[src/rtl/uart_pkg.sv]
// Shared UART constants, bit-timing helper and state encodings for the RX and TX sides.
// RX_PARITY_EN adds the PARITY state used by 8E1 framing.
package uart_pkg;

   localparam logic [7:0] CH_S  = 8'h53;
   localparam logic [7:0] CH_P  = 8'h50;
   localparam logic [7:0] CH_T  = 8'h54;
   localparam logic [7:0] CH_LF = 8'h0A;
   localparam logic [7:0] CH_CR = 8'h0D;
   localparam logic [7:0] CH_0  = 8'h30;

   // Integer truncation: 50 MHz / 115200 gives 434.
   function automatic int bit_cnt(input int clk_hz, input int baud);
      return clk_hz / baud;
   endfunction

   typedef enum logic [2:0] {
      RX_IDLE,
      RX_START,
      RX_DATA,
`ifdef RX_PARITY_EN
      RX_PARITY,
`endif
      RX_STOP,
      RX_WAIT_HI
   } rx_state_e;

   typedef enum logic [2:0] {
      P_IDLE,
      P_EOL_S,
      P_EOL_P,
      P_NUM,
      P_ERR
   } prs_state_e;

endpackage

[src/rtl/uart_cmd_rx_if.sv]
// Serial input and command/threshold outputs of the host command receiver.
// master: the receiver side; slave: the FPGA top level that drives the line and consumes commands.
interface uart_cmd_rx_if;

   logic       uart_rx;
   logic [7:0] rx_byte;
   logic       rx_byte_vld;
   logic       cmd_start;
   logic       cmd_stop;
   logic [9:0] thr_cm;
   logic       thr_upd;
   logic       cmd_err;

   modport master (
      input  uart_rx,
      output rx_byte, rx_byte_vld, cmd_start, cmd_stop, thr_cm, thr_upd, cmd_err
   );

   modport slave (
      output uart_rx,
      input  rx_byte, rx_byte_vld, cmd_start, cmd_stop, thr_cm, thr_upd, cmd_err
   );

endinterface

[src/rtl/uart_rx_byte.sv]
// UART byte receiver: 2-FF synchroniser, RX FSM and mid-bit sampling.
// 8N1 by default; RX_PARITY_EN selects 8E1 with a parity check before the stop bit.
module uart_rx_byte
   import uart_pkg::*;
#(
   parameter int CLK_HZ = 50_000_000,
   parameter int BAUD   = 115200
) (
   input  logic       clk,
   input  logic       rstn,
   input  logic       rx_i,
   output logic [7:0] byte_o,
   output logic       vld_o,
   output logic       frame_err_o
);

   localparam int BIT_CNT = bit_cnt(CLK_HZ, BAUD);
   localparam int HALF    = BIT_CNT / 2;
   localparam int CNT_W   = $clog2(BIT_CNT + 1);

   logic             rx_s1_q, rx_s2_q, rx_prev_q;
   rx_state_e        state_q, state_d;
   logic [CNT_W-1:0] cnt_q, cnt_d;
   logic [2:0]       bit_q, bit_d;
   logic [7:0]       sh_q, sh_d;
   logic [7:0]       byte_q, byte_d;
   logic             vld_q, vld_d;
   logic             err_q, err_d;
   logic             par_err;
   logic             half_end, bit_end;

`ifdef RX_PARITY_EN
   logic par_err_q, par_err_d;
   assign par_err = par_err_q;
`else
   assign par_err = 1'b0;
`endif

   assign half_end = (cnt_q == CNT_W'(HALF - 1));
   assign bit_end  = (cnt_q == CNT_W'(BIT_CNT - 1));

   always_ff @(posedge clk or negedge rstn) begin
      if (!rstn) begin
         rx_s1_q   <= 1'b1;
         rx_s2_q   <= 1'b1;
         rx_prev_q <= 1'b1;
         state_q   <= RX_IDLE;
         cnt_q     <= '0;
         bit_q     <= '0;
         byte_q    <= '0;
         vld_q     <= 1'b0;
         err_q     <= 1'b0;
`ifdef RX_PARITY_EN
         par_err_q <= 1'b0;
`endif
      end else begin
         rx_s1_q   <= rx_i;
         rx_s2_q   <= rx_s1_q;
         rx_prev_q <= rx_s2_q;
         state_q   <= state_d;
         cnt_q     <= cnt_d;
         bit_q     <= bit_d;
         byte_q    <= byte_d;
         vld_q     <= vld_d;
         err_q     <= err_d;
`ifdef RX_PARITY_EN
         par_err_q <= par_err_d;
`endif
      end
   end

   // Shift register contents are only meaningful after a full frame, so it needs no reset.
   always_ff @(posedge clk) begin
      sh_q <= sh_d;
   end

   always_comb begin
      state_d = state_q;
      cnt_d   = cnt_q + CNT_W'(1);
      bit_d   = bit_q;
      sh_d    = sh_q;
      byte_d  = byte_q;
      vld_d   = 1'b0;
      err_d   = 1'b0;
`ifdef RX_PARITY_EN
      par_err_d = par_err_q;
`endif
      case (state_q)
         RX_IDLE: begin
            cnt_d = '0;
            if (rx_prev_q && !rx_s2_q) state_d = RX_START;
         end
         RX_START: begin
            if (half_end) begin
               cnt_d   = '0;
               bit_d   = '0;
               state_d = rx_s2_q ? RX_IDLE : RX_DATA;
            end
         end
         RX_DATA: begin
            if (bit_end) begin
               cnt_d = '0;
               sh_d  = {rx_s2_q, sh_q[7:1]};
               bit_d = bit_q + 3'd1;
               if (bit_q == 3'd7) begin
`ifdef RX_PARITY_EN
                  state_d = RX_PARITY;
`else
                  state_d = RX_STOP;
`endif
               end
            end
         end
`ifdef RX_PARITY_EN
         RX_PARITY: begin
            if (bit_end) begin
               cnt_d     = '0;
               par_err_d = ^{sh_q, rx_s2_q};
               err_d     = ^{sh_q, rx_s2_q};
               state_d   = RX_STOP;
            end
         end
`endif
         RX_STOP: begin
            // A parity error already reported this byte, so the stop check stays silent.
            if (bit_end) begin
               cnt_d = '0;
               if (rx_s2_q) begin
                  state_d = RX_IDLE;
                  if (!par_err) begin
                     byte_d = sh_q;
                     vld_d  = 1'b1;
                  end
               end else begin
                  state_d = RX_WAIT_HI;
                  err_d   = !par_err;
               end
            end
         end
         RX_WAIT_HI: begin
            cnt_d = '0;
            if (rx_s2_q) state_d = RX_IDLE;
         end
         default: begin
            cnt_d   = '0;
            state_d = RX_IDLE;
         end
      endcase
   end

   assign byte_o      = byte_q;
   assign vld_o       = vld_q;
   assign frame_err_o = err_q;

endmodule

[src/rtl/uart_cmd_rx.sv]
// Host command receiver: parses "S\n", "P\n" and "Tddd\n" lines from the UART byte stream.
// Define RX_PARITY_EN for 8E1 framing; the default build is 8N1.
module uart_cmd_rx
   import uart_pkg::*;
#(
   parameter int CLK_HZ     = 50_000_000,
   parameter int BAUD       = 115200,
   parameter int MAX_DIGITS = 3,
   parameter int THR_RESET  = 100
) (
   input  logic          clk,
   input  logic          rstn,
   uart_cmd_rx_if.master bus
);

   localparam int NDIG_W = $clog2(MAX_DIGITS + 1);

   logic [7:0]  rx_byte;
   logic        rx_vld;
   logic        rx_err;

   prs_state_e  pst_q, pst_d;
   logic [9:0]  acc_q, acc_d;
   logic [NDIG_W-1:0] ndig_q, ndig_d;
   logic [9:0]  thr_q, thr_d;
   logic        start_q, start_d;
   logic        stop_q, stop_d;
   logic        upd_q, upd_d;
   logic        err_q, err_d;
   logic        enter_err;
   logic        is_digit;
   logic [3:0]  digit;

   uart_rx_byte #(
      .CLK_HZ (CLK_HZ),
      .BAUD   (BAUD)
   ) u_rx (
      .clk         (clk),
      .rstn        (rstn),
      .rx_i        (bus.uart_rx),
      .byte_o      (rx_byte),
      .vld_o       (rx_vld),
      .frame_err_o (rx_err)
   );

   // Decimal accumulate, truncated to the 10-bit threshold width.
   function automatic logic [9:0] mac10(input logic [9:0] acc, input logic [3:0] d);
      logic [13:0] t;
      t = 14'(acc) * 14'd10 + 14'(d);
      return t[9:0];
   endfunction

   assign is_digit = (rx_byte >= CH_0) && (rx_byte <= CH_0 + 8'd9);
   assign digit    = 4'(rx_byte - CH_0);

   always_ff @(posedge clk or negedge rstn) begin
      if (!rstn) begin
         pst_q   <= P_IDLE;
         ndig_q  <= '0;
         thr_q   <= 10'(THR_RESET);
         start_q <= 1'b0;
         stop_q  <= 1'b0;
         upd_q   <= 1'b0;
         err_q   <= 1'b0;
      end else begin
         pst_q   <= pst_d;
         ndig_q  <= ndig_d;
         thr_q   <= thr_d;
         start_q <= start_d;
         stop_q  <= stop_d;
         upd_q   <= upd_d;
         err_q   <= err_d;
      end
   end

   // Cleared on every 'T', so the accumulator carries no reset.
   always_ff @(posedge clk) begin
      acc_q <= acc_d;
   end

   always_comb begin
      pst_d     = pst_q;
      acc_d     = acc_q;
      ndig_d    = ndig_q;
      thr_d     = thr_q;
      start_d   = 1'b0;
      stop_d    = 1'b0;
      upd_d     = 1'b0;
      err_d     = 1'b0;
      enter_err = 1'b0;
      if (rx_err) begin
         pst_d = P_ERR;
         err_d = 1'b1;
      end else if (rx_vld && rx_byte != CH_CR) begin
         case (pst_q)
            P_IDLE: begin
               if (rx_byte == CH_S) pst_d = P_EOL_S;
               else if (rx_byte == CH_P) pst_d = P_EOL_P;
               else if (rx_byte == CH_T) begin
                  pst_d  = P_NUM;
                  acc_d  = '0;
                  ndig_d = '0;
               end else if (rx_byte != CH_LF) enter_err = 1'b1;
            end
            P_EOL_S: begin
               if (rx_byte == CH_LF) begin
                  start_d = 1'b1;
                  pst_d   = P_IDLE;
               end else enter_err = 1'b1;
            end
            P_EOL_P: begin
               if (rx_byte == CH_LF) begin
                  stop_d = 1'b1;
                  pst_d  = P_IDLE;
               end else enter_err = 1'b1;
            end
            P_NUM: begin
               if (is_digit) begin
                  if (ndig_q < NDIG_W'(MAX_DIGITS)) begin
                     acc_d  = mac10(acc_q, digit);
                     ndig_d = ndig_q + NDIG_W'(1);
                  end else enter_err = 1'b1;
               end else if (rx_byte == CH_LF && ndig_q != '0) begin
                  thr_d = acc_q;
                  upd_d = 1'b1;
                  pst_d = P_IDLE;
               end else enter_err = 1'b1;
            end
            P_ERR: begin
               if (rx_byte == CH_LF) pst_d = P_IDLE;
            end
            default: pst_d = P_IDLE;
         endcase
         if (enter_err) begin
            pst_d = P_ERR;
            err_d = 1'b1;
         end
      end
   end

   assign bus.rx_byte     = rx_byte;
   assign bus.rx_byte_vld = rx_vld;
   assign bus.cmd_start   = start_q;
   assign bus.cmd_stop    = stop_q;
   assign bus.thr_cm      = thr_q;
   assign bus.thr_upd     = upd_q;
   assign bus.cmd_err     = err_q;

endmodule

[src/flat_wrapper.sv]
// flat-port wrapper written by rule: the top's interface ports become plain ports
module uart_cmd_rx_flat import uart_pkg::*;
#(
   parameter int CLK_HZ     = 50_000_000,
   parameter int BAUD       = 115200,
   parameter int MAX_DIGITS = 3,
   parameter int THR_RESET  = 100
)
  (clk, rstn, bus_uart_rx, bus_rx_byte, bus_rx_byte_vld, bus_cmd_start, bus_cmd_stop, bus_thr_cm, bus_thr_upd, bus_cmd_err);
  uart_cmd_rx_if bus_i ();
  input  logic clk;
  input  logic rstn;
  input wire logic [$bits(bus_i.uart_rx)-1:0] bus_uart_rx;
  output wire logic [$bits(bus_i.rx_byte)-1:0] bus_rx_byte;
  output wire logic [$bits(bus_i.rx_byte_vld)-1:0] bus_rx_byte_vld;
  output wire logic [$bits(bus_i.cmd_start)-1:0] bus_cmd_start;
  output wire logic [$bits(bus_i.cmd_stop)-1:0] bus_cmd_stop;
  output wire logic [$bits(bus_i.thr_cm)-1:0] bus_thr_cm;
  output wire logic [$bits(bus_i.thr_upd)-1:0] bus_thr_upd;
  output wire logic [$bits(bus_i.cmd_err)-1:0] bus_cmd_err;
  assign bus_i.uart_rx = bus_uart_rx;
  assign bus_rx_byte = bus_i.rx_byte;
  assign bus_rx_byte_vld = bus_i.rx_byte_vld;
  assign bus_cmd_start = bus_i.cmd_start;
  assign bus_cmd_stop = bus_i.cmd_stop;
  assign bus_thr_cm = bus_i.thr_cm;
  assign bus_thr_upd = bus_i.thr_upd;
  assign bus_cmd_err = bus_i.cmd_err;
  uart_cmd_rx #(.CLK_HZ(CLK_HZ), .BAUD(BAUD), .MAX_DIGITS(MAX_DIGITS), .THR_RESET(THR_RESET)) u_core (.clk(clk), .rstn(rstn), .bus(bus_i));
endmodule
[config.mk]
export PLATFORM = sky130hd
export DESIGN_NAME = uart_cmd_rx_flat
export DESIGN_NICKNAME = d
export VERILOG_FILES = /design/src/rtl/uart_pkg.sv /design/src/rtl/uart_cmd_rx_if.sv /design/src/rtl/uart_rx_byte.sv /design/src/rtl/uart_cmd_rx.sv /design/src/flat_wrapper.sv
export SDC_FILE = /design/constraint.sdc
export NUM_CORES = 1
export LEC_CHECK = 0
export BUFFER_PORTS_ARGS = -buffer_cell sky130_fd_sc_hd__buf_2
export CORE_ASPECT_RATIO = 1.25
export CORE_MARGIN = 8
export CORE_UTILIZATION = 40
export DETAILED_ROUTE_END_ITERATION = 8
export GPL_TIMING_DRIVEN = 0
export HOLD_SLACK_MARGIN = 0.02
export PLACE_DENSITY = 0.65
export SLEW_MARGIN = 20
export SYNTH_ARGS = -nofsm -noshare
export SYNTH_HDL_FRONTEND = slang
export SYNTH_HIERARCHICAL = 1
export SYNTH_SLANG_ARGS = --single-unit
export TNS_END_PERCENT = 1
[constraint.sdc]
create_clock -name clk -period 8.35 [get_ports clk]
set_clock_uncertainty 0.15 [all_clocks]
set_input_delay 2.505 -clock clk [delete_from_list [all_inputs] [get_ports clk]]
set_output_delay 2.505 -clock clk [all_outputs]
set_load 0.02 [all_outputs]
Word-level counts from Yosys, hierarchy flattened
Cells that the tools add are included.

Equal/unequal tests: 32. Bitwise logic cells: 2. Reductions and logical operators: 21. Shift-type cells: 0. $mul: 1. Div/mod/pow operators: 0. Mux-type cells: 69. Add/sub/neg operators: 5. Order comparisons: 3.

Operators by type and width (count): $mux W3 (18); $mux W10 (5); $mux W1 (31); $eq A8 B7 Y1 const B (3); $pmux W10 S2 (1); $mux W9 (2); $pmux W9 S2 (1); $ne A2 B2 Y1 const B (8); $ne A8 B4 Y1 const B (2); $pmux W3 S5 (1); $eq A3 B2 Y1 const B (4); $mux W2 (6); $add A10 B4 Y10 (1); $mul A10 B3 Y9 const B (1); $reduce_and A5 Y1 (2); $add A9 B1 Y9 const B (1); $eq A3 B3 Y1 const B (3); $eq A9 B8 Y1 const B (1); $eq A9 B9 Y1 const B (1); $pmux W3 S3 (1); $eq A8 B4 Y1 const B (1); $ge A8 B6 Y1 const B (1); $le A8 B6 Y1 const B (1); $reduce_and A8 Y1 (1); 23 further kinds (36).

Memories kept: 0. Bits of input ports: 3. Memory bits (read-only): 0. Output and inout port bits: 23. Register bits: 65. Latch bits: 0. Memory bits (writable): 0.

Logic depth before layout (Yosys ltp)
Gate-level depths: netlist of the first run.

Word-level depth: 11. Gate-level depth with buffers: 10. Depth with buffers taken out: 10.

Hierarchy
The synthesis of the first run kept the hierarchy.

Modules (own cells, without submodules): uart_cmd_rx (area each 1860.5 sq um, instances 1, cells each 181); uart_rx_byte (area each 1515.2 sq um, instances 1, cells each 109).

Worst setup path before layout of the first run
OpenSTA, ideal clock, no wires.

Kind: register to output. Start: reg u_core.thr_q[6], in the netlist u_core/bus.thr_cm[6]. End: out bus_thr_cm[6]. Stages on the path, launching flop included: 1. Slack: 5132 ps. Required time: 5695 ps. Buffers on the path: 0. Data arrival time: 563 ps. Cells stage by stage: dfstp_2.

RTL lines: from (decl) (line uart_cmd_rx.sv:25) `logic [9:0] thr_q, thr_d;`; from (signal assigned) (line uart_cmd_rx.sv:60) `thr_q <= 10'(THR_RESET);`; from (signal assigned) (line uart_cmd_rx.sv:68) `thr_q <= thr_d;`; to (decl) (line flat_wrapper.sv:18) `output wire logic [$bits(bus_i.thr_cm)-1:0] bus_thr_cm;`.

No word-level cell between the ends.

Final worst setup path of the first run
Start: reg u_core.u_rx.byte_q[3], in the netlist u_core/u_rx/byte_o[3]. End: out bus_rx_byte[3].

RTL lines: from (decl) (line uart_rx_byte.sv:26) `logic [7:0] byte_q, byte_d;`; from (signal assigned) (line uart_rx_byte.sv:63) `byte_q <= byte_d;`; to (decl) (line flat_wrapper.sv:14) `output wire logic [$bits(bus_i.rx_byte)-1:0] bus_rx_byte;`.

No word-level cell between the ends.

==> flow_summary.toml, run 1 <==
[outcome]
status = "completed"

[floorplan]
rows = 37
coreArea_um2 = 8240
num_io_pins = 26
die-area_um2 = 11650
start_util = 0.4097
die_w_um = 98.17
die_h_um = 118.7

[setup_path]
rr_worst_depth = 10
cp.arrival_ns = 1.12
path_cells = "buf_2"
crit_family = "flip-flops"
r2r_end = "u_core/acc_q[9]"
slowest_delay_ns = 0.55
path_class = "register to primary output"
end_kind = "primary output"
startpoint_type = "register"
r2r_slack_ns = 5.45
critPathBufInv = 1
crit_fanout = 10
cpMaxStageDelayCell = "dfrtp_1"
cp.required_ns = 5.70
r2r-start = "u_core/acc_q[1]"

[finish]
fin_cells = 429
final_cell_mix = "dfrtp_1 (41), nand2_1 (32), nor2_1 (26)"
area_growth_syn_to_layout_pct = 15.64
nFillCells = 758
fin_util = 0.4737
final_common_cell = "dfrtp_1"
final_nets = 353
insertedDiodeCount = 0
drive_gt1_frac = 0.2380
fin_area_um2 = 3904

[routing]
drc = 0
ant_nets = 0
first_iter_violations = 66
vias = 2272
dr.pass1.iters = 4
drt_wl_total_um = 6193
post_drt_via_cell_ratio = 5.296
wl_per_cell_um = 14.44

[placement]
gp_congestion = 0.8235
io_buffers = 25
place_hpwl_um = 4493
place_area_um2 = 3635
placedCellCount = 413
place_ws_ns = 4.733

[cts]
cts_buffer_depth = 2
clock-sinks = 65
clk_pin_slew_ns = 0.07
cts_buffers = 9
htreeDepth = 3
clock_latency_ns = 0.34
cts.repair.resized = 0
hold_buffers = 0
clock_tree.root_cell = "clkbuf_8"
postCtsSetupRepairBufs = 0
tritoncts = "yes"

[synthesis]
yosys.area_share.adder = 0.08970
synth_nets = 316
yosysWarnings = 6
netlist_instances = 290
seq_area_frac_synth = 0.5107
synthTopCellsByArea = "dfrtp_1 (30%), edfxtp_1 (16%), ha_1 (7.8%), dfstp_2 (4.7%), nand2_1 (3.6%)"
syn_area_um2 = 3376
synth-edff-count = 18
ys_ff_latch = 65
synth_top_family_by_area = "simple AND/OR/NAND/NOR gates"
yosys.area_share.simple = 0.1961
yosysTopAreaCellShare = 0.3039
synth_mux_area_frac = 0.04930
avgSynthCellArea_um2 = 11.64
async_flop_share = 0.7231
ys_types = 60
netlist.top_cell.by_area = "dfrtp_1"
synth_flop_cell = "dfrtp_1"
synth_compound_area_frac = 0.07376
synth_xor_area_frac = 0.05078

[global_routing]
grt_max_degree = 48
met1_usage = 0.1190
busiest_layer = "met2"
gr-total-overflow = 0
grt_pass1_wl_um = 10740
grt_use_met3 = 0.03347
antenna_found_initial = 0
grt_pass1_vias = 2333
use_met2 = 0.2017
grt_use_total = 0.1137

[sta]
setup_viol = 0
worstMarginPinSlew_ns = 0.7770
layout_setup_ws_ns = 4.574
finalHoldViolCount = 0
rsz0062_at_grt = "false"
setup_tns_ns = 0
period_share = 0.4523
fmax_mhz = 264.8
period_needed_ns = 3.776
final_max_slew_viol_count = 0
maxSlewHeadroom = 0.4781

[power]
ir_worst_vdd_uv = 117.0
leakagePower_nw = 1.779
power_density_nw_per_um2 = 195.1

[hold_path]
hp-start = "u_core/u_rx/rx_s1_q"
holdPathEnd = "u_core/u_rx/rx_s2_q"
worst_hold_path_type = "register to register"
min_path_cells = 0

[run]
cap_violations = 0
layer usage:
layer,part of all wire,vias to the layer above,wire [um]
met3,0.040,11,245
met1,0.42,1121,2586
met5,0,-,0
met4,0.022,0,134
li1,-,1099,-
met2,0.52,41,3226
power breakdown:
part / leakage, nW / switching [mW] / internal (mW) / total (mW)
Sequential: 0.765 / 0.0155 / 0.339 / 0.355
Combinational: 0.880 / 0.0280 / 0.0266 / 0.0547
Clock: 0.134 / 0.117 / 0.235 / 0.352
through the flow:
step	power, mW	hold slack (ns)
finish	0.7615	0.2080
global route	0.7929	0.2099
CTS	0.7738	0.2093
detailed placement	0.4163	0.1995
global placement	0.4144	0.1966
floorplan	0.4013	0.1952
sequential cells by signal (all words and copies together), names as in the netlist, 2 cells and up:
name / cells
u_core/u_rx/byte_o: 8
u_core/u_rx/state_q: 3
u_core/bus.thr_cm: 10
u_core/pst_q: 3
u_core/acc_q: 10
u_core/u_rx/cnt_q: 9
u_core/u_rx/bit_q: 3
u_core/u_rx/sh_q: 8
u_core/ndig_q: 2
Yosys cell counts, types with 4 or more instances:
master	instances
edfxtp_1	18
xor2_1	7
a21o_1	7
nand2_1	32
xnor2_1	10
nor2_1	26
inv_1	10
nand3_1	5
nor3b_1	4
a21oi_1	6
nor3_1	6
dfrtp_1	41
nor4_1	6
nor2b_1	5
nand2b_1	7
ha_1	21
dfstp_2	6
mux2_2	9
cell type report:
class,instances,area (um2),area share
clock buffers,10,137.6,0.03526
clock inverters,6,128.9,0.03301
inverters,11,53.80,0.01378
repair buffers,26,135.1,0.03462
flip-flops and latches,65,1724,0.4417
plain buffers,7,46.29,0.01186
multi-input cells,207,1556,0.3987
well taps,97,121.4,0.03109
logic make-up (layout without fill, tap and decap cells):
family / after synthesis / count (layout)
AO/OA/AOI/OAI: 35 / 35
XOR/XNOR: 18 / 18
adder cells (fa/ha/maj): 23 / 23
buffers and inverters: 18 / 60
flip-flops: 65 / 65
multiplexers: 14 / 14
AND/OR/NAND/NOR: 117 / 117
worst max path at each step:
stage	from	to	slack, ns	cells past startpoint
2_1_floorplan	u_core/bus.thr_cm[6]	bus_thr_cm[6]	5.13	0
3_3_place_gp	rstn	u_core/u_rx/cnt_q[3]	4.74	1
3_5_place_dp	rstn	u_core/u_rx/cnt_q[5]	4.73	1
4_1_cts	u_core/u_rx/byte_o[3]	bus_rx_byte[3]	4.53	1
5_1_grt	u_core/u_rx/byte_o[3]	bus_rx_byte[3]	4.49	1
6_report	u_core/u_rx/byte_o[3]	bus_rx_byte[3]	4.57	1
Note: power is estimated with default switching activity, not from simulation.
==> run 2, diff against run 1 <==
PLACE_DENSITY = 0.67   (was 0.65)
clock period = 3.3 ns   (was 8.35 ns; I/O delays follow)
==> flow_summary.toml, run 2 (synthesis results as in run 1) <==
[finish]
drive_gt1_frac = 0.2289
final_cell_mix = "dfrtp_1 (41), nand2_1 (32), nor2_1 (26)"
nFillCells = 766
area_growth_syn_to_layout_pct = 13.05
insertedDiodeCount = 0
final_common_cell = "dfrtp_1"
fin_cells = 429
final_nets = 353

[cts]
cts_buffer_depth = 2
cts.repair.resized = 0
clock_tree.root_cell = "clkbuf_8"
clk_pin_slew_ns = 0.07
tritoncts = "yes"
postCtsSetupRepairBufs = 0
cts_buffers = 9
clock_latency_ns = 0.33
hold_buffers = 0
clock-sinks = 65
htreeDepth = 3

[routing]
drc = 0
dr.pass1.iters = 5
wl_per_cell_um = 14.05
vias = 2239
first_iter_violations = 123
drt_wl_total_um = 6027
post_drt_via_cell_ratio = 5.219
ant_nets = 0

[sta]
maxSlewHeadroom = 0.4813
period_share = 0.8724
finalHoldViolCount = 0
whs_ns = 0.2055
rsz0062_at_grt = "false"
setup_tns_ns = 0
worstMarginPinSlew_ns = 0.7723
setup_viol = 0
fmax_mhz = 347.3
period_needed_ns = 2.879
final_max_slew_viol_count = 0

[setup_path]
path_class = "register to register"
cpMostUsedCell = "ha_1"
cp.required_ns = 3.34
rr_worst_depth = 10
cp.arrival_ns = 2.92
r2r-start = "u_core/acc_q[3]"
startpoint_type = "register"
cpMaxStageDelayCell = "edfxtp_1"
slowest_delay_ns = 0.45
path_cells = "ha_1 -> ha_1 -> inv_1 -> fa_1 -> nand2b_1 -> a21oi_1 -> xnor2_1 -> nor3b_1 -> xnor3_1 -> nor2_1"
end_kind = "register"
r2r_slack_ns = 0.42
r2r_end = "u_core/acc_q[9]"
crit_fanout = 3

[outcome]
status = "completed"

[hold_path]
hp-start = "u_core/u_rx/rx_s1_q"
holdPathEnd = "u_core/u_rx/rx_s2_q"
worst_hold_path_type = "register to register"
min_path_cells = 0

[global_routing]
grt_use_total = 0.1111
gr-total-overflow = 0
antenna_found_initial = 0
grt_pass1_wl_um = 10580
grt_max_degree = 48
grt_pass1_vias = 2292

[floorplan]
rows = 37
die_h_um = 118.7
die-area_um2 = 11650
coreArea_um2 = 8240
start_util = 0.4097
die_w_um = 98.17
num_io_pins = 26

[placement]
place_hpwl_um = 4430
placedCellCount = 413
io_buffers = 25
gp_congestion = 0.8129

[power]
ir_worst_vdd_uv = 286.8
power_mw = 1.670
leakagePower_nw = 1.737
power_density_nw_per_um2 = 437.5

[run]
cap_violations = 0
## run 2: layer usage
layer  share of wire  up-vias  global-route usage
met5               0        -                   0
met2            0.52       38              0.1948
met3           0.042        6             0.03582
met4           0.012        0             0.05486
met1            0.43     1096              0.1174
li1                -     1099                   -
## run 2: layout make-up
type / count / area (um2) / area share
repair buffers: 26 / 135.1 / 0.03541
clock inverters: 4 / 43.79 / 0.01148
multi-input cells: 207 / 1556 / 0.4079
inverters: 11 / 53.80 / 0.01410
clock buffers: 12 / 135.1 / 0.03541
flip-flops and latches: 65 / 1724 / 0.4518
well taps: 97 / 121.4 / 0.03180
plain buffers: 7 / 46.29 / 0.01213
## run 2: worst max-delay path by stage
| stage | slack, ns | from | to | cells after the start |
|---|---|---|---|---|
| floorplan | 0.46 | u_core/u_rx/byte_o[7] | u_core/ndig_q[0] | 5 |
| global placement | 0.02 | u_core/pst_q[0] | u_core/ndig_q[0] | 6 |
| detailed placement | 0.47 | u_core/acc_q[3] | u_core/acc_q[9] | 10 |
| CTS | 0.42 | u_core/acc_q[3] | u_core/acc_q[9] | 10 |
| global route | 0.18 | u_core/acc_q[3] | u_core/acc_q[9] | 10 |
| finish | 0.42 | u_core/acc_q[3] | u_core/acc_q[9] | 10 |
## run 2: power by group
group	leakage, nW	switching, mW	internal, mW	total, mW
sequential	0.765	0.0386	0.859	0.897
combinational	0.880	0.0727	0.0686	0.141
clock	0.0918	0.286	0.345	0.631
## run 2: stage by stage
step / setup slack [ns] / util / instance area [um2]
2_1_floorplan: 0.4553 / - / 3376
6_report: 0.4210 / 0.4631 / 3816
5_1_grt: 0.1759 / 0.4631 / 3816
3_3_place_gp: 0.02436 / 0.4396 / 3622
3_5_place_dp: 0.4699 / 0.4411 / 3635
4_1_cts: 0.4160 / 0.4628 / 3814
## run 2: critical path, delay by kind of cell, from the launching register on
kind | cells | cell delay (ns)
flops | 1 | 0.45
compound gates | 1 | 0.15
xor+xnor | 2 | 0.50
buf+inv | 1 | 0.06
simple gates | 3 | 0.56
fa+ha+maj | 3 | 0.87
==> run 3, diff against run 2 <==
CTS_BUF_LIST = sky130_fd_sc_hd__clkbuf_16   (was unset)
MAX_ROUTING_LAYER = met4   (was unset)
==> flow_summary.toml, run 3 (synthesis results as in run 1) <==
[outcome]
status = "completed"

[cts]
clock_latency_ns = 0.32
tritoncts = "yes"
cts.repair.resized = 0
clock-sinks = 65
htreeDepth = 3
postCtsSetupRepairBufs = 0
cts_buffer_depth = 2
cts_buffers = 9
clock_tree.root_cell = "clkbuf_16"
hold_buffers = 0
clk_pin_slew_ns = 0.05

[sta]
worstMarginPinSlew_ns = 0.7552
final_max_slew_viol_count = 0
rsz0062_at_grt = "false"
period_share = 0.8683
setup_tns_ns = 0
period_needed_ns = 2.865
setup_viol = 0
finalHoldViolCount = 0
fmax_mhz = 349.0
maxSlewHeadroom = 0.4928

[hold_path]
holdPathEnd = "u_core/u_rx/rx_s2_q"
worst_hold_path_type = "register to register"
hp-start = "u_core/u_rx/rx_s1_q"
min_path_cells = 0

[global_routing]
grt_max_degree = 48
grt_pass1_wl_um = 10850
grt_use_total = 0.1191
gr-total-overflow = 0
grt_pass1_vias = 2322
antenna_found_initial = 0

[routing]
dr.pass1.iters = 4
post_drt_via_cell_ratio = 5.240
first_iter_violations = 44
drc = 0
ant_nets = 0
vias = 2248
drt_wl_total_um = 6169
wl_per_cell_um = 14.38

[finish]
final_common_cell = "dfrtp_1"
insertedDiodeCount = 0
area_growth_syn_to_layout_pct = 16.05
drive_gt1_frac = 0.2289
final_nets = 353
final_cell_mix = "dfrtp_1 (41), nand2_1 (32), nor2_1 (26)"

[setup_path]
r2r_end = "u_core/acc_q[9]"
rr_worst_depth = 10
cp.required_ns = 3.33
end_kind = "register"
path_class = "register to register"
startpoint_type = "register"
cp.arrival_ns = 2.89
r2r_slack_ns = 0.43
crit_fanout = 3
r2r-start = "u_core/acc_q[3]"

[placement]
place_hpwl_um = 4430
io_buffers = 25
gp_congestion = 0.8249

[run]
cap_violations = 0

[power]
power_mw = 1.931
power_frac_comb = 0.073
power.share.sequential = 0.465
p_sw_frac = 0.2241
power_density_nw_per_um2 = 493.0
ir_worst_vdd_uv = 279.1
pwr-share-clk = 0.461
p_int_mw = 1.499
p_sw_mw = 0.4328
leakagePower_nw = 1.795

[floorplan]
die_h_um = 118.7
die-area_um2 = 11650
rows = 37
start_util = 0.4097
num_io_pins = 26
die_w_um = 98.17
coreArea_um2 = 8240
## run 3: cell types whose count changed in the layout (fill, tap and decap cells not counted), sizes merged
cell    delta
clkbuf     -3
inv        +3
## run 3: worst max path at each step
stage,from,endpoint,slack (ns)
3_5_place_dp,u_core/acc_q[3],u_core/acc_q[9],0.47
3_3_place_gp,u_core/pst_q[0],u_core/ndig_q[0],0.02
6_report,u_core/acc_q[3],u_core/acc_q[9],0.43
2_1_floorplan,u_core/u_rx/byte_o[7],u_core/ndig_q[0],0.46
4_1_cts,u_core/acc_q[3],u_core/acc_q[9],0.41
5_1_grt,u_core/acc_q[3],u_core/acc_q[9],0.17
## run 3: layer usage
metal	vias to the layer above	track usage	wire, um
met2	34	0.1991	3243
met5	-	-	0
li1	1101	-	-
met3	11	0.03406	230
met1	1102	0.1220	2573
met4	0	0.07122	121
## run 3: power by group through the flow
stage | combinational, mW | clock (mW) | sequential [mW]
floorplan | 0.111 | 0 | 0.904
global placement | 0.137 | 0 | 0.912
detailed placement | 0.143 | 0 | 0.914
CTS | 0.145 | 0.918 | 0.900
global route | 0.161 | 0.950 | 0.906
finish | 0.142 | 0.891 | 0.899
## run 3: per-stage QoR
step | setup slack (ns) | hold slack, ns | std cells | util | instance area, um2
detailed placement | 0.4699 | 0.1973 | 413 | 0.4411 | 3635
CTS | 0.4137 | 0.2045 | 429 | 0.4751 | 3915
floorplan | 0.4553 | 0.1952 | 290 | - | 3376
finish | 0.4348 | 0.2040 | 429 | 0.4754 | 3918
global placement | 0.02436 | 0.1966 | 412 | 0.4396 | 3622
global route | 0.1726 | 0.2063 | 429 | 0.4754 | 3918
## run 3: layout make-up
cell class / count / area [um2]
plain buffers: 7 / 46.29
clock buffers: 9 / 225.2
clock inverters: 7 / 55.05
fillers: 749 / 4323
inverters: 11 / 53.80
multi-input cells: 207 / 1556
flip-flops and latches: 65 / 1724
well taps: 97 / 121.4
repair buffers: 26 / 135.1
## run 3: critical path, stage by stage (launching register included)
cell and delay [ns]:
edfxtp_1 0.44, ha_1 0.31, ha_1 0.17, inv_1 0.06
fa_1 0.39, nand2b_1 0.16, a21oi_1 0.15, xnor2_1 0.11
nor3b_1 0.29, xnor3_1 0.39, nor2_1 0.10
